<file path="src/rtl/wb_arb_pkg.sv">
// Shared types for the two-master Wishbone arbiter.
// Owner state encoding and Wishbone cycle-type codes.
package wb_arb_pkg;

  typedef enum logic [1:0] {
    IDLE = 2'd0,
    OWN0 = 2'd1,
    OWN1 = 2'd2
  } arb_state_e;

  localparam logic [2:0] CTI_CLASSIC = 3'b000;
  localparam logic [2:0] CTI_INCR    = 3'b010;
  localparam logic [2:0] CTI_EOB     = 3'b111;

endpackage

</file>
<file path="src/rtl/wb_arb_watchdog.sv">
// Per-transfer watchdog: counts strobed cycles without a response
// and pulses o_timeout for one cycle when the wait reaches TIMEOUT.
// Ports: wb_clk, wb_rst_n, i_busy (owner valid), i_stb (owner cyc&stb),
//        i_rsp (any slave response), o_timeout (single-cycle pulse).
module wb_arb_watchdog #(
  parameter int TIMEOUT = 255,
  parameter int CW      = 8
) (
  input  logic wb_clk,
  input  logic wb_rst_n,
  input  logic i_busy,
  input  logic i_stb,
  input  logic i_rsp,
  output logic o_timeout
);

  localparam int            LIM   = (TIMEOUT > 0) ? TIMEOUT - 1 : 0;
  localparam logic [CW-1:0] W_LIM = CW'(LIM);
  localparam logic          EN    = (TIMEOUT != 0);

  logic [CW-1:0] r_cnt;
  logic          w_armed;

  assign w_armed   = i_busy & i_stb & ~i_rsp;
  // A response in the firing cycle disarms it, so ack beats the timeout.
  assign o_timeout = EN & w_armed & (r_cnt == W_LIM);

  always_ff @(posedge wb_clk or negedge wb_rst_n) begin
    if (!wb_rst_n) begin
      r_cnt <= '0;
    end else if (!w_armed || o_timeout) begin
      r_cnt <= '0;
    end else begin
      r_cnt <= r_cnt + 1'b1;
    end
  end

endmodule

</file>
<file path="src/rtl/wb_arbiter_2m.sv">
// Two-master, one-slave Wishbone B3 round-robin arbiter.
// Ports: m0_*/m1_* master sides, s_* slave side, grant_o one-hot owner.
module wb_arbiter_2m
  import wb_arb_pkg::*;
#(
  parameter int AW      = 32,
  parameter int DW      = 32,
  parameter int TIMEOUT = 255,
  parameter int CW      = 8
) (
  input  logic              wb_clk,
  input  logic              wb_rst_n,
  input  logic [AW-1:0]     m0_adr_i,
  input  logic [DW-1:0]     m0_dat_i,
  input  logic [DW/8-1:0]   m0_sel_i,
  input  logic              m0_we_i,
  input  logic              m0_cyc_i,
  input  logic              m0_stb_i,
  input  logic [2:0]        m0_cti_i,
  input  logic [1:0]        m0_bte_i,
  output logic [DW-1:0]     m0_dat_o,
  output logic              m0_ack_o,
  output logic              m0_err_o,
  output logic              m0_rty_o,
  input  logic [AW-1:0]     m1_adr_i,
  input  logic [DW-1:0]     m1_dat_i,
  input  logic [DW/8-1:0]   m1_sel_i,
  input  logic              m1_we_i,
  input  logic              m1_cyc_i,
  input  logic              m1_stb_i,
  input  logic [2:0]        m1_cti_i,
  input  logic [1:0]        m1_bte_i,
  output logic [DW-1:0]     m1_dat_o,
  output logic              m1_ack_o,
  output logic              m1_err_o,
  output logic              m1_rty_o,
  output logic [AW-1:0]     s_adr_o,
  output logic [DW-1:0]     s_dat_o,
  output logic [DW/8-1:0]   s_sel_o,
  output logic              s_we_o,
  output logic              s_cyc_o,
  output logic              s_stb_o,
  output logic [2:0]        s_cti_o,
  output logic [1:0]        s_bte_o,
  input  logic [DW-1:0]     s_dat_i,
  input  logic              s_ack_i,
  input  logic              s_err_i,
  input  logic              s_rty_i,
  output logic [1:0]        grant_o
);

  arb_state_e r_state;
  logic       r_last;

  logic w_own0, w_own1;
  logic w_cyc, w_stb, w_rsp, w_to;

  assign w_own0 = (r_state == OWN0);
  assign w_own1 = (r_state == OWN1);
  assign w_rsp  = s_ack_i | s_err_i | s_rty_i;

  always_comb begin
    w_cyc   = 1'b0;
    w_stb   = 1'b0;
    s_adr_o = '0;
    s_dat_o = '0;
    s_sel_o = '0;
    s_we_o  = 1'b0;
    s_cti_o = '0;
    s_bte_o = '0;
    unique case (1'b1)
      w_own0: begin
        w_cyc   = m0_cyc_i;
        w_stb   = m0_stb_i;
        s_adr_o = m0_adr_i;
        s_dat_o = m0_dat_i;
        s_sel_o = m0_sel_i;
        s_we_o  = m0_we_i;
        s_cti_o = m0_cti_i;
        s_bte_o = m0_bte_i;
      end
      w_own1: begin
        w_cyc   = m1_cyc_i;
        w_stb   = m1_stb_i;
        s_adr_o = m1_adr_i;
        s_dat_o = m1_dat_i;
        s_sel_o = m1_sel_i;
        s_we_o  = m1_we_i;
        s_cti_o = m1_cti_i;
        s_bte_o = m1_bte_i;
      end
      default: ;
    endcase
  end

  wb_arb_watchdog #(
    .TIMEOUT (TIMEOUT),
    .CW      (CW)
  ) u_wdog (
    .wb_clk    (wb_clk),
    .wb_rst_n  (wb_rst_n),
    .i_busy    (w_own0 | w_own1),
    .i_stb     (w_cyc & w_stb),
    .i_rsp     (w_rsp),
    .o_timeout (w_to)
  );

  // The forced-err cycle withdraws the strobe so the slave never
  // sees a transfer that the master has already been told failed.
  assign s_cyc_o = w_cyc & ~w_to;
  assign s_stb_o = w_stb & ~w_to;

  assign m0_dat_o = s_dat_i;
  assign m1_dat_o = s_dat_i;
  assign m0_ack_o = w_own0 & s_ack_i;
  assign m0_err_o = w_own0 & (s_err_i | w_to);
  assign m0_rty_o = w_own0 & s_rty_i;
  assign m1_ack_o = w_own1 & s_ack_i;
  assign m1_err_o = w_own1 & (s_err_i | w_to);
  assign m1_rty_o = w_own1 & s_rty_i;
  assign grant_o  = {w_own1, w_own0};

  always_ff @(posedge wb_clk or negedge wb_rst_n) begin
    if (!wb_rst_n) begin
      r_state <= IDLE;
      r_last  <= 1'b1;
    end else begin
      case (r_state)
        IDLE: begin
          // On a tie the master that did not own last wins.
          if (m0_cyc_i && (!m1_cyc_i || r_last)) r_state <= OWN0;
          else if (m1_cyc_i)                    r_state <= OWN1;
        end
        OWN0: begin
          if (!m0_cyc_i) begin
            r_last  <= 1'b0;
            r_state <= m1_cyc_i ? OWN1 : IDLE;
          end
        end
        OWN1: begin
          if (!m1_cyc_i) begin
            r_last  <= 1'b1;
            r_state <= m0_cyc_i ? OWN0 : IDLE;
          end
        end
        default: r_state <= IDLE;
      endcase
    end
  end

endmodule

</file>
<file path="config.mk">
export PLATFORM = sky130hd
export DESIGN_NAME = wb_arbiter_2m
export DESIGN_NICKNAME = d
export VERILOG_FILES = /design/src/rtl/wb_arb_pkg.sv /design/src/rtl/wb_arb_watchdog.sv /design/src/rtl/wb_arbiter_2m.sv
export SDC_FILE = /design/constraint.sdc
export NUM_CORES = 1
export LEC_CHECK = 0
export CAP_MARGIN = 5
export CORE_AREA = 5 5 129 131
export DETAILED_ROUTE_END_ITERATION = 12
export DIE_AREA = 0 0 134 136
export HOLD_SLACK_MARGIN = 0.02
export PLACE_DENSITY = 0.61
export SETUP_SLACK_MARGIN = 0.15
export SLEW_MARGIN = 20
export SYNTH_ARGS = -nofsm -noshare
export SYNTH_HDL_FRONTEND = slang
export SYNTH_SLANG_ARGS = --single-unit
</file>
<file path="constraint.sdc">
create_clock -name wb_clk -period 3.7 [get_ports wb_clk]
set_clock_uncertainty 0.1 [all_clocks]
set_input_delay 0.74 -clock wb_clk [delete_from_list [all_inputs] [get_ports wb_clk]]
set_output_delay 0.74 -clock wb_clk [all_outputs]
set_load 0.01 [all_outputs]
</file>
==> summary.txt <==
Outcome -> finished, final reports clean
Final Critical Period -> 3.489 ns
Setup crit end kind -> output pin
Top Ports -> 337
Inserted Diodes -> 0
Synth Area per Inst -> 7.362 um2
Clock sinks -> 11
Post-Layout Cell Count -> 662
Drt wl/cell -> 17.03 um
Number of placed instances with taps included -> 657
Final setup violating endpoints -> 0
Share of cells above drive strength 1 -> 0.02979
1st-iter DRT viols -> 76
Leading area contributor after synthesis -> a22oi_1
Top post-synthesis cells by area -> a22oi_1 (25%), buf_4 (22%), nor2b_1 (20%)
TNS Setup -> 0 ns
Endpoints failing hold -> 0
CTS tree -> done
Most frequent cell after synthesis -> a22oi_1
Slowest-stage cell, CP -> clkdlybuf4s50_1
Root Buffer -> clkbuf_16
Async SR Flop Fraction -> 1.000
Crit-path most repeated cell -> clkdlybuf4s50_1
Req. time, crit path -> 2.86 ns
Initial antenna violation count -> 0
Area of the mapped netlist -> 2290 um2
Post-Synth Adder-Cell Area -> 0.03279
Core area -> 15480 um2
WP buf/inv -> 2
Max-slew headroom -> 0.6420
Global-route met3 utilization -> 0.04256
Min Hold Slack -> 0.4367 ns
Synth cell count leaders -> a22oi_1 (75), nor2b_1 (74), buf_4 (66), clkbuf_1 (18), nor2_1 (11)
Final nets -> 666
Largest net degree at the start of global routing -> 50
First-pass GRT wire length -> 15.92 mm
VDD IR-drop max -> 241.0 uV
Simple-gate portion of the synthesized area -> 0.2792
Max-cap violation count -> 0
Die H -> 136 um
Mux cell area share after synthesis -> 0
Total power -> 2214 uW
Flops & latches, synth -> 11
Synthesized instance count -> 311
Critical path class -> input port to output pin
Leakage -> 0.001499 uW
DRC violations left -> 0
Clock buffer count from CTS -> 3
ANT nets after route -> 0
Row count -> 46
Tcrit/Tclk final -> 0.9430
Least-Margin Pin Slew -> 0.5371 ns
Largest family of logic cells by synthesized area -> simple AND/OR/NAND/NOR gates
Hold Path Class -> register to register
DR vias/cell -> 4.261
Die width -> 134 um
CP max FO -> 5
Area growth from synthesis to final layout -> 95.08%
Routability cong. -> 0.7544
GR Util All Layers -> 0.1082
CP top delay family -> buffers and inverters
CP Cell Sequence -> clkdlybuf4s50_1 > a22o_1 > and4_1 > and2b_1 > nor2_1 > clkdlybuf4s50_1
Xor and xnor fraction of the mapped netlist area -> 0.02295
DRT Wirelength -> 11.27 mm
H-tree levels -> 1
Synth Flop Type -> dfrtp_1
Hpwl dp -> 9.289 mm
Compound-Gate Fraction of Synth Area -> 0.2754
Post-synth EDFFs -> 0
Slew Viols, Final -> 0
Met2 Use GR -> 0.2002
Cell variety after synth -> 30
Synth top area share -> 0.2459
Die area -> 18220 um2
Max Root-Sink Buffers -> 2
Drt first pass iters -> 6
Synthesized Nets -> 506
Clock Latency Late Sink -> 0.24 ns
Total grt overflow -> 0
Register area share after synthesis -> 0.1208
Fmax achieved -> 0.2866 GHz
Vias in the first global route -> 2915
Initial core utilization -> 0.1479
Yosys warnings -> 0
Vias post-DR -> 2821
Reg clk slew, reported paths -> 0.04 ns
Met1 Use GR -> 0.1163
IO Port Bufs -> 240
WP data arrival -> 2.65 ns
Slowest stage delay, CP -> 0.56 ns
Startpoint types -> input port
Post-CTS resize count -> 0
RSZ-0062 raised after global routing -> false
GRT Max-Usage Layer -> met2
Pwr dens -> 495.6 nW/um2
[stage by stage]
step                cell area (um2)  setup WS, ns    util
floorplan                      2290         1.303       -
global placement               4380        0.3398  0.2829
detailed placement             4380        0.2435  0.2829
CTS                            4459        0.2340  0.2880
global route                   4467        0.1660  0.2885
finish                         4467        0.2110  0.2885
[cells by family after synthesis]
kind of cell / after synthesis
xor+xnor: 6
buf+inv: 95
simple gates: 108
flops: 11
fa+ha+maj: 6
compound gates: 85
[power by group]
part           total, uW  internal [uW]  switching (uW)
Combinational       1870           1000             864
Clock                197            145            52.1
Sequential           151            140            11.1
Total               2210           1290             927
[path summary, 6_finish.rpt]
kind | from | slack [ns] | depth (start not counted) | end
min in group asynchronous | wb_rst_n | 0.75 | 1 | r_state[0]
setup / recovery | m0_cyc_i | 0.21 | 6 | s_cyc_o
max in group asynchronous | wb_rst_n | 2.39 | 1 | r_last
setup reg to reg | r_state[0] | 1.66 | 6 | r_state[0]
hold reg to reg | u_wdog.r_cnt[0] | 0.44 | 1 | u_wdog.r_cnt[0]
hold / removal | u_wdog.r_cnt[0] | 0.44 | 1 | u_wdog.r_cnt[0]
[routing by layer]
layer,wire (um),vias to the layer above
met5,0,-
met4,106,0
met3,1332,18
met2,5679,199
met1,4154,1265
li1,-,1339
[cells in the final DEF (no fill, tap or decap), types with 2 or more instances in the layout]
cell / Yosys / final
clkdlybuf4s50_1: 0 / 240
xor2_1: 5 / 5
a21oi_1: 3 / 3
o21a_1: 2 / 2
ha_2: 0 / 3
nor2b_1: 74 / 74
nand2_1: 6 / 6
nand3_1: 3 / 3
and4_1: 2 / 2
a22o_1: 3 / 3
ha_1: 6 / 3
nand4_1: 2 / 2
and2_1: 4 / 4
buf_4: 66 / 7
a22oi_1: 75 / 75
clkbuf_16: 0 / 3
nor2_1: 11 / 11
dfrtp_1: 10 / 10
inv_1: 3 / 3
[flip-flops by register name (all words and copies together), names as in the netlist]
name	count
r_state	2
r_last	1
u_wdog.r_cnt	8
[repair_timing]
| item | CTS | global route |
|---|---|---|
| buffers inserted | 0 | 1 |
| hold buffers | 0 | 0 |
| endpoints found under the setup margin | 0 | 1 |
[final cells by class]
class	count	area [um2]
fill	1652	11020
timing repair buffer	247	2455
multi-input combinational	205	1405
sequential	11	276.5
tap	192	240.2
clock buffer	4	78.83
inverter	3	11.26
[worst register-to-register path, cell delays in order, from the launching register on]
cell,delay (ns)
dfrtp_1,0.39
inv_1,0.11
ha_2,0.23
buf_4,0.45
a21oi_1,0.09
or4b_1,0.48
o21ai_0,0.10
No activity file was read; power rests on OpenSTA's default activity.
